===== config.mk =====
export PLATFORM = sky130hd
export DESIGN_NAME = sonar_array
export DESIGN_NICKNAME = d
export VERILOG_FILES = /design/src/rtl/sonar_pkg.sv /design/src/rtl/sonar_echo_timer.sv /design/src/rtl/sonar_array.sv
export SDC_FILE = /design/constraint.sdc
export NUM_CORES = 1
export LEC_CHECK = 0
export ABC_CLOCK_PERIOD_IN_PS = 3700
export CAP_MARGIN = 10
export CORE_UTILIZATION = 30
export DETAILED_ROUTE_END_ITERATION = 12
export SETUP_SLACK_MARGIN = 0.5
export SYNTH_ARGS = -nofsm -noshare
export SYNTH_HDL_FRONTEND = slang
export SYNTH_SLANG_ARGS = --single-unit
export TNS_END_PERCENT = 30

===== constraint.sdc =====
create_clock -name clk_i -period 3.7 [get_ports clk_i]
set_input_delay 1.11 -clock clk_i [delete_from_list [all_inputs] [get_ports clk_i]]
set_output_delay 1.11 -clock clk_i [all_outputs]
set_load 0.05 [all_outputs]

===== src/rtl/sonar_pkg.sv =====
// ============================================================================
//  Module      : sonar_pkg
//  Description : Shared types and constants for the sonar_array ranger:
//                FSM state enum (its codes drive db_estado), default timing
//                constants and width helpers for index and timer counters.
//  Revision    : 1.0 - initial release
// ============================================================================
`default_nettype none

package sonar_pkg;

    // FSM states; the encoding is exported on db_estado for debug
    typedef enum logic [3:0] {
        ST_IDLE      = 4'd0,
        ST_LOAD      = 4'd1,
        ST_SELECT    = 4'd2,
        ST_TRIG      = 4'd3,
        ST_WAIT_ECHO = 4'd4,
        ST_MEASURE   = 4'd5,
        ST_STORE     = 4'd6,
        ST_GAP       = 4'd7,
        ST_DONE      = 4'd8
    } state_t;

    // Default timing for a 50 MHz clock and HC-SR04 sensors
    localparam int c_def_n_ch        = 3;
    localparam int c_def_dist_w      = 9;
    localparam int c_def_cm_cycles   = 2940;
    localparam int c_def_trig_cycles = 500;
    localparam int c_def_echo_wait   = 1500000;
    localparam int c_def_max_cm      = 400;
    localparam int c_def_gap_cycles  = 3000000;

    // Width of a channel index; never below one bit
    function automatic int idx_width(input int n);
        return (n > 1) ? $clog2(n) : 1;
    endfunction

    // Width of a shared down-time counter able to reach the largest interval
    function automatic int cnt_width(input int a, input int b, input int c);
        int m;
        m = a;
        if (b > m) m = b;
        if (c > m) m = c;
        return $clog2(m + 1);
    endfunction

endpackage : sonar_pkg

`default_nettype wire


===== src/rtl/sonar_echo_timer.sv =====
// ============================================================================
//  Module      : sonar_echo_timer
//  Description : Echo path for the currently selected sonar channel:
//                2-FF synchronizer, rising-edge detect, sub-cycle counter
//                and saturating centimetre counter.
//                Optional feature macro: SONAR_ROUND_EN (round to nearest cm
//                by preloading half a centimetre at echo rise).
//  Revision    : 1.0 - initial release
// ============================================================================
`default_nettype none

module sonar_echo_timer #(
    parameter int CM_CYCLES = 2940,
    parameter int MAX_CM    = 400,
    parameter int DIST_W    = 9
) (
    input  logic              clk_i,
    input  logic              rst_ni,
    input  logic              echo_i,   // raw, asynchronous echo of selected channel
    input  logic              arm_i,    // waiting for the echo rise
    input  logic              run_i,    // measuring the echo width
    output logic              echo_o,   // synchronized echo level
    output logic              rise_o,   // synchronized 0->1 edge
    output logic              sat_o,    // centimetre count is at MAX_CM
    output logic [DIST_W-1:0] cm_o
);

    localparam int c_sub_w = (CM_CYCLES > 1) ? $clog2(CM_CYCLES) : 1;

`ifdef SONAR_ROUND_EN
    localparam int c_pre_int = CM_CYCLES / 2;
`else
    localparam int c_pre_int = 0;
`endif

    localparam logic [c_sub_w-1:0] c_pre      = c_sub_w'(c_pre_int);
    localparam logic [c_sub_w-1:0] c_sub_last = c_sub_w'(CM_CYCLES - 1);
    localparam logic [DIST_W-1:0]  c_max      = DIST_W'(MAX_CM);

    logic               sync1_q, sync2_q, prev_q;
    logic [c_sub_w-1:0] sub_q, sub_d, w_base_sub;
    logic [DIST_W-1:0]  cm_q, cm_d, w_base_cm;
    logic               w_rise, w_sat, w_step;

    assign w_rise = sync2_q & ~prev_q;
    assign w_sat  = (cm_q == c_max);

    // Synchronize the echo and keep one cycle of history for edge detection
    always_ff @(posedge clk_i or negedge rst_ni) begin
        if (!rst_ni) begin
            sync1_q <= 1'b0;
            sync2_q <= 1'b0;
            prev_q  <= 1'b0;
        end else begin
            sync1_q <= echo_i;
            sync2_q <= sync1_q;
            prev_q  <= sync2_q;
        end
    end

    // One step per high echo cycle; the rise cycle restarts from the preload
    always_comb begin
        w_base_sub = arm_i ? c_pre : sub_q;
        w_base_cm  = arm_i ? '0    : cm_q;
        w_step     = (arm_i & w_rise) | (run_i & sync2_q & ~w_sat);
        sub_d      = sub_q;
        cm_d       = cm_q;
        if (w_step) begin
            if (w_base_sub == c_sub_last) begin
                sub_d = '0;
                cm_d  = w_base_cm + DIST_W'(1);
            end else begin
                sub_d = w_base_sub + c_sub_w'(1);
                cm_d  = w_base_cm;
            end
        end
    end

    // Counter registers
    always_ff @(posedge clk_i or negedge rst_ni) begin
        if (!rst_ni) begin
            sub_q <= '0;
            cm_q  <= '0;
        end else begin
            sub_q <= sub_d;
            cm_q  <= cm_d;
        end
    end

    assign echo_o = sync2_q;
    assign rise_o = w_rise;
    assign sat_o  = w_sat;
    assign cm_o   = cm_q;

endmodule : sonar_echo_timer

`default_nettype wire


===== src/rtl/sonar_array.sv =====
// ============================================================================
//  Module      : sonar_array
//  Description : N-channel HC-SR04 ranger controller. Fires each enabled
//                sonar in round-robin with a guard gap, times its echo in
//                centimetres and publishes per-channel distance/valid flags,
//                pulsing pronto once per sweep.
//                Optional feature macro: SONAR_ROUND_EN (rounded cm result).
//  Revision    : 1.0 - initial release
// ============================================================================
`default_nettype none

module sonar_array
    import sonar_pkg::*;
#(
    parameter int N_CH        = c_def_n_ch,
    parameter int DIST_W      = c_def_dist_w,
    parameter int CM_CYCLES   = c_def_cm_cycles,
    parameter int TRIG_CYCLES = c_def_trig_cycles,
    parameter int ECHO_WAIT   = c_def_echo_wait,
    parameter int MAX_CM      = c_def_max_cm,
    parameter int GAP_CYCLES  = c_def_gap_cycles
) (
    input  logic                     clk_i,
    input  logic                     rst_ni,
    input  logic                     medir_i,
    input  logic                     continuo_i,
    input  logic [N_CH-1:0]          habilita_i,
    input  logic [N_CH-1:0]          echo_i,
    output logic [N_CH-1:0]          trigger_o,
    output logic [N_CH*DIST_W-1:0]   distancia_o,
    output logic [N_CH-1:0]          valido_o,
    output logic                     pronto_o,
    output logic                     ocupado_o,
    output logic [3:0]               db_estado_o
);

    localparam int c_idx_w = idx_width(N_CH);
    localparam int c_tmr_w = cnt_width(TRIG_CYCLES, ECHO_WAIT, GAP_CYCLES);

    localparam logic [c_tmr_w-1:0] c_trig_last = c_tmr_w'(TRIG_CYCLES - 1);
    localparam logic [c_tmr_w-1:0] c_wait_last = c_tmr_w'(ECHO_WAIT - 1);
    localparam logic [c_tmr_w-1:0] c_gap_last  = c_tmr_w'(GAP_CYCLES - 1);
    localparam logic [DIST_W-1:0]  c_max       = DIST_W'(MAX_CM);

    state_t                   state_q, state_d;
    logic [c_idx_w-1:0]       idx_q, idx_d;
    logic [N_CH-1:0]          mask_q, mask_d;
    logic [c_tmr_w-1:0]       tmr_q, tmr_d;
    logic                     timeout_q, timeout_d;
    logic                     ovr_q, ovr_d;
    logic [N_CH*DIST_W-1:0]   dist_q, dist_d;
    logic [N_CH-1:0]          valid_q, valid_d;

    logic                     w_echo_sel, w_echo_s, w_rise, w_sat;
    logic [DIST_W-1:0]        w_cm;
    logic                     w_found, w_more;
    logic [c_idx_w-1:0]       w_next;

    // The single echo timer follows whichever channel is selected
    assign w_echo_sel = echo_i[idx_q];

    sonar_echo_timer #(
        .CM_CYCLES (CM_CYCLES),
        .MAX_CM    (MAX_CM),
        .DIST_W    (DIST_W)
    ) u_timer (
        .clk_i  (clk_i),
        .rst_ni (rst_ni),
        .echo_i (w_echo_sel),
        .arm_i  (state_q == ST_WAIT_ECHO),
        .run_i  (state_q == ST_MEASURE),
        .echo_o (w_echo_s),
        .rise_o (w_rise),
        .sat_o  (w_sat),
        .cm_o   (w_cm)
    );

    // Lowest enabled channel at or above idx, and whether any lies beyond idx
    always_comb begin
        w_found = 1'b0;
        w_more  = 1'b0;
        w_next  = '0;
        for (int i = N_CH - 1; i >= 0; i--) begin
            if (mask_q[i] && (i >= int'(idx_q))) begin
                w_found = 1'b1;
                w_next  = c_idx_w'(i);
            end
            if (mask_q[i] && (i > int'(idx_q))) begin
                w_more = 1'b1;
            end
        end
    end

    // Sweep sequencing: next state, shared interval timer and result capture
    always_comb begin
        state_d   = state_q;
        idx_d     = idx_q;
        mask_d    = mask_q;
        tmr_d     = tmr_q + c_tmr_w'(1);
        timeout_d = timeout_q;
        ovr_d     = ovr_q;
        dist_d    = dist_q;
        valid_d   = valid_q;
        case (state_q)
            ST_IDLE: begin
                tmr_d = '0;
                if (medir_i) state_d = ST_LOAD;
            end
            ST_LOAD: begin
                tmr_d   = '0;
                mask_d  = habilita_i;
                idx_d   = '0;
                state_d = ST_SELECT;
            end
            ST_SELECT: begin
                tmr_d     = '0;
                timeout_d = 1'b0;
                ovr_d     = 1'b0;
                if (w_found) begin
                    idx_d   = w_next;
                    state_d = ST_TRIG;
                end else begin
                    state_d = ST_DONE;
                end
            end
            ST_TRIG: begin
                if (tmr_q == c_trig_last) begin
                    tmr_d   = '0;
                    state_d = ST_WAIT_ECHO;
                end
            end
            ST_WAIT_ECHO: begin
                // A level already high here never produces a rise, so a
                // stuck sensor ends in the timeout branch.
                if (w_rise) begin
                    tmr_d   = '0;
                    state_d = ST_MEASURE;
                end else if (tmr_q == c_wait_last) begin
                    tmr_d     = '0;
                    timeout_d = 1'b1;
                    state_d   = ST_STORE;
                end
            end
            ST_MEASURE: begin
                tmr_d = '0;
                if (!w_echo_s) begin
                    state_d = ST_STORE;
                end else if (w_sat) begin
                    ovr_d   = 1'b1;
                    state_d = ST_STORE;
                end
            end
            ST_STORE: begin
                tmr_d = '0;
                dist_d[idx_q*DIST_W +: DIST_W] = timeout_q ? c_max : w_cm;
                valid_d[idx_q]                 = ~(timeout_q | ovr_q);
                state_d = w_more ? ST_GAP : ST_DONE;
            end
            ST_GAP: begin
                if (tmr_q == c_gap_last) begin
                    tmr_d   = '0;
                    idx_d   = idx_q + c_idx_w'(1);
                    state_d = ST_SELECT;
                end
            end
            ST_DONE: begin
                tmr_d   = '0;
                state_d = continuo_i ? ST_LOAD : ST_IDLE;
            end
            default: begin
                tmr_d   = '0;
                state_d = ST_IDLE;
            end
        endcase
    end

    // State and result registers; reset clears everything immediately
    always_ff @(posedge clk_i or negedge rst_ni) begin
        if (!rst_ni) begin
            state_q   <= ST_IDLE;
            idx_q     <= '0;
            mask_q    <= '0;
            tmr_q     <= '0;
            timeout_q <= 1'b0;
            ovr_q     <= 1'b0;
            dist_q    <= '0;
            valid_q   <= '0;
        end else begin
            state_q   <= state_d;
            idx_q     <= idx_d;
            mask_q    <= mask_d;
            tmr_q     <= tmr_d;
            timeout_q <= timeout_d;
            ovr_q     <= ovr_d;
            dist_q    <= dist_d;
            valid_q   <= valid_d;
        end
    end

    // Trigger decoded from registered state so reset drops it at once
    always_comb begin
        trigger_o = '0;
        if (state_q == ST_TRIG) trigger_o[idx_q] = 1'b1;
    end

    assign distancia_o = dist_q;
    assign valido_o    = valid_q;
    assign pronto_o    = (state_q == ST_DONE);
    assign ocupado_o   = (state_q != ST_IDLE) && (state_q != ST_DONE);
    assign db_estado_o = state_q;

endmodule : sonar_array

`default_nettype wire


; ---- Yosys cells after proc, flatten, opt, wreduce, memory -nomap -nowiden
; Cells that the tools add are included.
[word_totals]
input_bits = 10
wordCells = 122
out_inout_bits = 39
regBits = 87
mem_bits_rw = 0
romBits = 0
latchBits = 0
memories = 0
[op_classes]
addsub = 5
eq_ne = 24
div = 0
shifts = 2
order_cmp = 7
multipliers = 1
n_bitwise = 9
reduce_logical = 16
muxes = 45
[ops]
columns = op, n
row1 = $mux 22, 4
row2 = $pmux 22 s3, 1
row3 = $mux 4, 9
row4 = $pmux 4 s9, 1
row5 = $neg 6->34, 1
row6 = $shift 9x34->27 const A, 1
row7 = $shiftx 9x34->27, 1
row8 = $bwmux 27, 1
row9 = $mux 9, 3
row10 = $mux 12, 2
row11 = $add 22x1->22 const B, 1
row12 = $eq 22x21->1 const B, 1
row13 = $eq 22x22->1 const B, 1
row14 = $eq 22x9->1 const B, 1
row15 = $eq 4x3->1 const B, 4
row16 = $ne 2x2->1 const B, 8
row17 = $add 12x1->12 const B, 1
row18 = $eq 12x12->1 const B, 1
row19 = $mux 1, 12
row20 = $mux 2, 5
row21 = $add 9x1->9 const B, 1
row22 = $eq 9x9->1 const B, 1
row23 = $reduce_and 3->1, 3
row24 = $eq 4x2->1 const B, 2
row25 = other kinds (27), 43

; ---- Longest topological paths before layout
; Gate-level depths: netlist (run 1).
[logic_depth]
word_depth = 7
mapped_depth = 11

; ---- Modules after synthesis
; From an unflattened synthesis (run 1), not the netlist that was laid out.
[unflattened]
hier_cells = 482
hier_area_um2 = 4649.5
[by_module_without_submodules]
columns = mod, instances, area_per_inst_um2, cells_per_inst, seq_area_each_um2
row1 = sonar_array, 1, 3145.5, 321, 1576.5
row2 = sonar_echo_timer, 1, 1503.9, 161, 600.6

; ---- Worst setup path after synthesis (run 1)
; Ideal clock, no wire load.
[synth_timing]
kind = register -> output
from = register state_q[0] (netlist: db_estado_o[0])
to = output port pronto_o
path_stages_with_launch = 4
path_buffers = 1
slack_ps = 401
t_arrival_ps = 2189
path_cell_list = dfrtp_1 -> buf_2 -> or3_1 -> nor2_1
[synth_via]
elab_chain_cells = 1
[synth_lines]
columns = element, line_no
row1 = "start, declared", sonar_array.sv:45  ; state_t state_q, state_d;
row2 = "start signal, assigned", sonar_array.sv:189  ; state_q <= state_d;
row3 = $eq 4x4->1, sonar_array.sv:208  ; assign pronto_o = (state_q == ST_DONE);
row4 = "end, declared", sonar_array.sv:32  ; output logic pronto_o,
; Every way passes these cells.

; ---- Final worst setup path (run 1)
[layout_timing]
from = register state_q[3] (netlist: db_estado_o[3])
to = output port trigger_o[0]
[layout_via]
elab_chain_cells = 2
[layout_lines]
columns = element, line_no
row1 = $eq 4x2->1, sonar_array.sv:203  ; if (state_q == ST_TRIG) trigger_o[idx_q] = 1'b1;
row2 = $mux 3, sonar_array.sv:203
row3 = "end, declared", sonar_array.sv:29  ; output logic [N_CH-1:0] trigger_o,
; Every way passes these cells.

==> impl_summary.md, run 1 <==
Outcome
The run finished with clean final reports.

CTS
The level count of the clock H-tree is 3. The maximum clock insertion buffer count is 2. The TritonCTS clock tree is done. The clock drives 87 sinks.

The clock root buffer is sky130_fd_sc_hd__clkbuf_16. The number of hold-repair buffers added at the cts stage is 0. After clock tree synthesis, the clock-pin slew on the worst setup and hold paths is 0.06 ns.

The insertion delay to the later sink of the worst-skew pair is 0.34 ns. The number of CTS-inserted buffers is 9.

Timing
The headroom to the max-slew limit is 44.9%. The number of endpoints with negative hold slack in the final report came to 0. The final critical-path share of the clock period is 91.2%.

The worst hold slack after final layout is 0.364 ns. The sum of negative setup slack is 0 ns. The final period demand of the worst path is 3.37 ns.

The worst clock skew on the final layout is 0.00789 ns. The final count of pins violating max slew is 0. Setup repair after global routing could not meet its margin everywhere. The final worst slack is 0.327 ns.

Timing would allow up to 296 MHz. For the pin with the worst max-slew slack, the measured transition is 0.827 ns. Setup violations remaining at the end of the flow were counted as 0.

Routing
The routed layout has 3,495 vias. The initial detailed-routing violation count is 228. After detailed routing, the number of remaining DRC violations is 0. The vias per cell is 5.18.

In the final routed layout, each cell accounts on average for 15.3 um. The remaining antenna violation count after routing is 0. The length of the first detailed-routing pass in iterations is 4.

Summed over all layers, the routed wires come to 10,300 um.

Global route
The first global-routing pass estimated 17,700 um of wire. Entering global routing, the biggest net connects 48 pins. The aggregate global-route resource usage is 15.1%. The via count of the first global-routing pass is 3,585. Summed over all layers, the global routing overflow is 0.

The initial antenna violation count is 0.

Setup path
For this run, the slowest stage of the critical path takes 0.80 ns. The element type at the critical path end is a primary output. The worst setup path is launched from a register.

The data required time at the worst endpoint is 2.59 ns. The critical path is of the reg2out type. Data arrives at the worst endpoint at 2.26 ns. The critical path's slowest cell is sky130_fd_sc_hd__clkdlybuf4s50_1.

The critical path goes through nor2_1 > and3_1 > and2_1 > clkdlybuf4s50_1. Of all nets on the critical path, the largest fanout is 9.

Placement
The final weighted congestion of routability-driven global placement is 0.852. The half-perimeter wire length after detailed placement is 7550 um. The number of buffers added on ports is 48.

The post-place setup slack is 0.668 ns. Including well taps, the total number of placed cells is 659.

Floorplan
After floorplanning, the core was divided into 43 placement rows. The standard cell core area is 0.0140 mm2. The I/O pin count is 49.

The chip height is 122 um. The initial utilization of the core area, before any placement, comes to 31.0%. The width of the die is 122 um. The die covers 0.0150 mm2.

Cells and area
In the final layout, the share of cells above drive strength 1 is 7.88%. The number of antenna diodes in the final layout is 0. The most common library cell in the layout ignoring fill and taps is sky130_fd_sc_hd__dfrtp_1. The top cell types in the final layout, fill and taps aside, are sky130_fd_sc_hd__dfrtp_1 (87), sky130_fd_sc_hd__nand2_1 (63), sky130_fd_sc_hd__clkdlybuf4s50_1 (45). Summing all flip-flop and latch instances after layout gives 0.00218 mm2. The fill cell total of the finished layout is 1,353.

The total area of multi-input combinational cells is 0.00207 mm2. The non-filler instance count after layout is 675. Compared with the post-synthesis result, the final layout area differs by 22.8%. After the last flow step, the layout net total stands at 509.

Run
Max-cap violations in this run came to 0.

Logic synthesis
After synthesis, the largest area contributor takes up 50.0% of total cell area. The share of the Yosys chip area taken by registers is 50.0%. The area share of fa/ha/maj cells after synthesis is 2.59%. In the synthesized netlist, the number of instances is 444. After Yosys synthesis, XOR and XNOR cells account for 5.64% of the synthesized area. The mean cell area of the mapped netlist is 9.80 um2.

The synthesized design contains 87 register bits. The synthesis warning total is 0. The area fraction in compound gates after synthesis is 12.5%. The number of nets handed over by synthesis was 463. The library cell with the largest summed area after synthesis is sky130_fd_sc_hd__dfrtp_1. After synthesis, the share of flip-flops with an asynchronous set or reset is 100%. The cell area after synthesis is 0.00435 mm2. Multiplexer cells account for 2.27% of the synthesized area. After synthesis, the largest family of logic cells by area is simple AND/OR/NAND/NOR gates. The synthesized netlist devotes 24.4% of its cell area to simple gates.

In this run, synthesis inferred 0 flip-flops with an integrated enable. After synthesis, the cell types taking the most area are sky130_fd_sc_hd__dfrtp_1 (50%), sky130_fd_sc_hd__nand2_1 (5.4%), sky130_fd_sc_hd__a22o_1 (4.0%). After synthesis, the netlist uses 51 different library cells.

Among all flip-flop cells after synthesis, the most frequent one is sky130_fd_sc_hd__dfrtp_1.

Power and ir drop
The largest vdd supply drop is 0.309 mV. In this run the static leakage power is 2.18 nW. The power density relative to cell area is 588 mW/mm2. The total chip power is 0.00314 W.

Worst hold path
The path class of the tightest hold or removal check is reg2reg.
## state kept, by name (all words and copies together), names as in the netlist, 2 cells and up
signal / cells
distancia_o: 27
tmr_q: 22
u_timer.sub_q: 12
u_timer.cm_o: 9
db_estado_o: 4
mask_q: 3
valido_o: 3
idx_q: 2
## layout make-up
type,count,share of cell area (%)
sequential,87,40.7
tap,180,4.21
multi-input combinational,329,38.6
clock inverter,6,1.71
inverter,12,0.843
timing repair buffer,51,9.39
clock buffer,10,4.47
## critical path, delay by kind of cell (launching register included)
family | cells | cell delay, ns
buffers and inverters | 1 | 0.80
DFF | 1 | 0.49
and+or+nand+nor | 3 | 0.64
## worst paths after layout
check	from	to	slack, ns	cells past startpoint
worst min-delay path	u_timer.sync1_q	u_timer.echo_o	0.36	0
worst max register to register	db_estado_o[1]	u_timer.sub_q[10]	0.81	9
max in group asynchronous	rst_ni	tmr_q[16]	2.16	2
min in group asynchronous	rst_ni	distancia_o[4]	0.77	1
worst min register to register	u_timer.sync1_q	u_timer.echo_o	0.36	0
worst max-delay path	db_estado_o[3]	trigger_o[0]	0.33	4
## cell usage after synthesis, types with 3 or more instances
library cell                n
sky130_fd_sc_hd__o21ai_0   26
sky130_fd_sc_hd__o22ai_1    3
sky130_fd_sc_hd__inv_1     12
sky130_fd_sc_hd__nor4_1    10
sky130_fd_sc_hd__and3_1     5
sky130_fd_sc_hd__buf_2      5
sky130_fd_sc_hd__nor2b_1    7
sky130_fd_sc_hd__nor2_1    40
sky130_fd_sc_hd__xor2_1    16
sky130_fd_sc_hd__dfrtp_1   87
sky130_fd_sc_hd__xnor2_1   12
sky130_fd_sc_hd__and4_1     5
sky130_fd_sc_hd__and2_1    10
sky130_fd_sc_hd__nand4_1   10
sky130_fd_sc_hd__a22o_1    20
sky130_fd_sc_hd__mux2_2     7
sky130_fd_sc_hd__nand2b_1   5
sky130_fd_sc_hd__nor3_1     8
sky130_fd_sc_hd__nand2_1   63
sky130_fd_sc_hd__nand3_1   21
sky130_fd_sc_hd__clkbuf_1  10
sky130_fd_sc_hd__or3_1      3
sky130_fd_sc_hd__o31ai_1   14
sky130_fd_sc_hd__a31oi_1    4
sky130_fd_sc_hd__ha_1       9
## what timing repair did
action,CTS,global route
buffers inserted,0,0
endpoints found under the setup margin,4,5
gates resized for setup,1,1
pin swaps,0,0
cloned,0,0
## power breakdown
group | leakage, nW | internal [W] | total [W] | switching [W]
sequential | 1.18 | 0.00105 | 0.00117 | 0.000121
combinational | 0.833 | 0.000332 | 0.000976 | 0.000644
clock | 0.163 | 0.000615 | 0.00100 | 0.000386
total | 2.18 | 0.00199 | 0.00314 | 0.00115
## kinds of logic (layout without fill, tap and decap cells)
group / count (synthesis) / in the layout
AO/OA/AOI/OAI: 79 / 79
flip-flops: 87 / 87
AND/OR/NAND/NOR: 204 / 204
XOR/XNOR: 28 / 28
adder cells (fa/ha/maj): 9 / 9
buffers and inverters: 28 / 79
multiplexers: 9 / 9
## per-layer routing
metal  global-route usage, %  vias up  wire (um)
li1                        -     1678          -
met2                    23.5       72       4920
met5                       0        -          0
met4                    5.72        0         47
met1                    19.9     1743       4940
met3                    4.28        2        432
## metrics by stage
step                      instance area (um2)  util, %
final                                    5350     38.1
after global routing                     5350     38.1
after CTS                                5340     38.0
after detailed placement                 5010     35.7
after global placement                   5010     35.7
after floorplan                          4350        -
(Power assumes the default switching activity.)
==> inputs of run 2 (changes only) <==
Settings changed: SLEW_MARGIN set to 15.
==> results of run 2 <==
The final DEF is identical to that of run 1; final timing and power are the same.
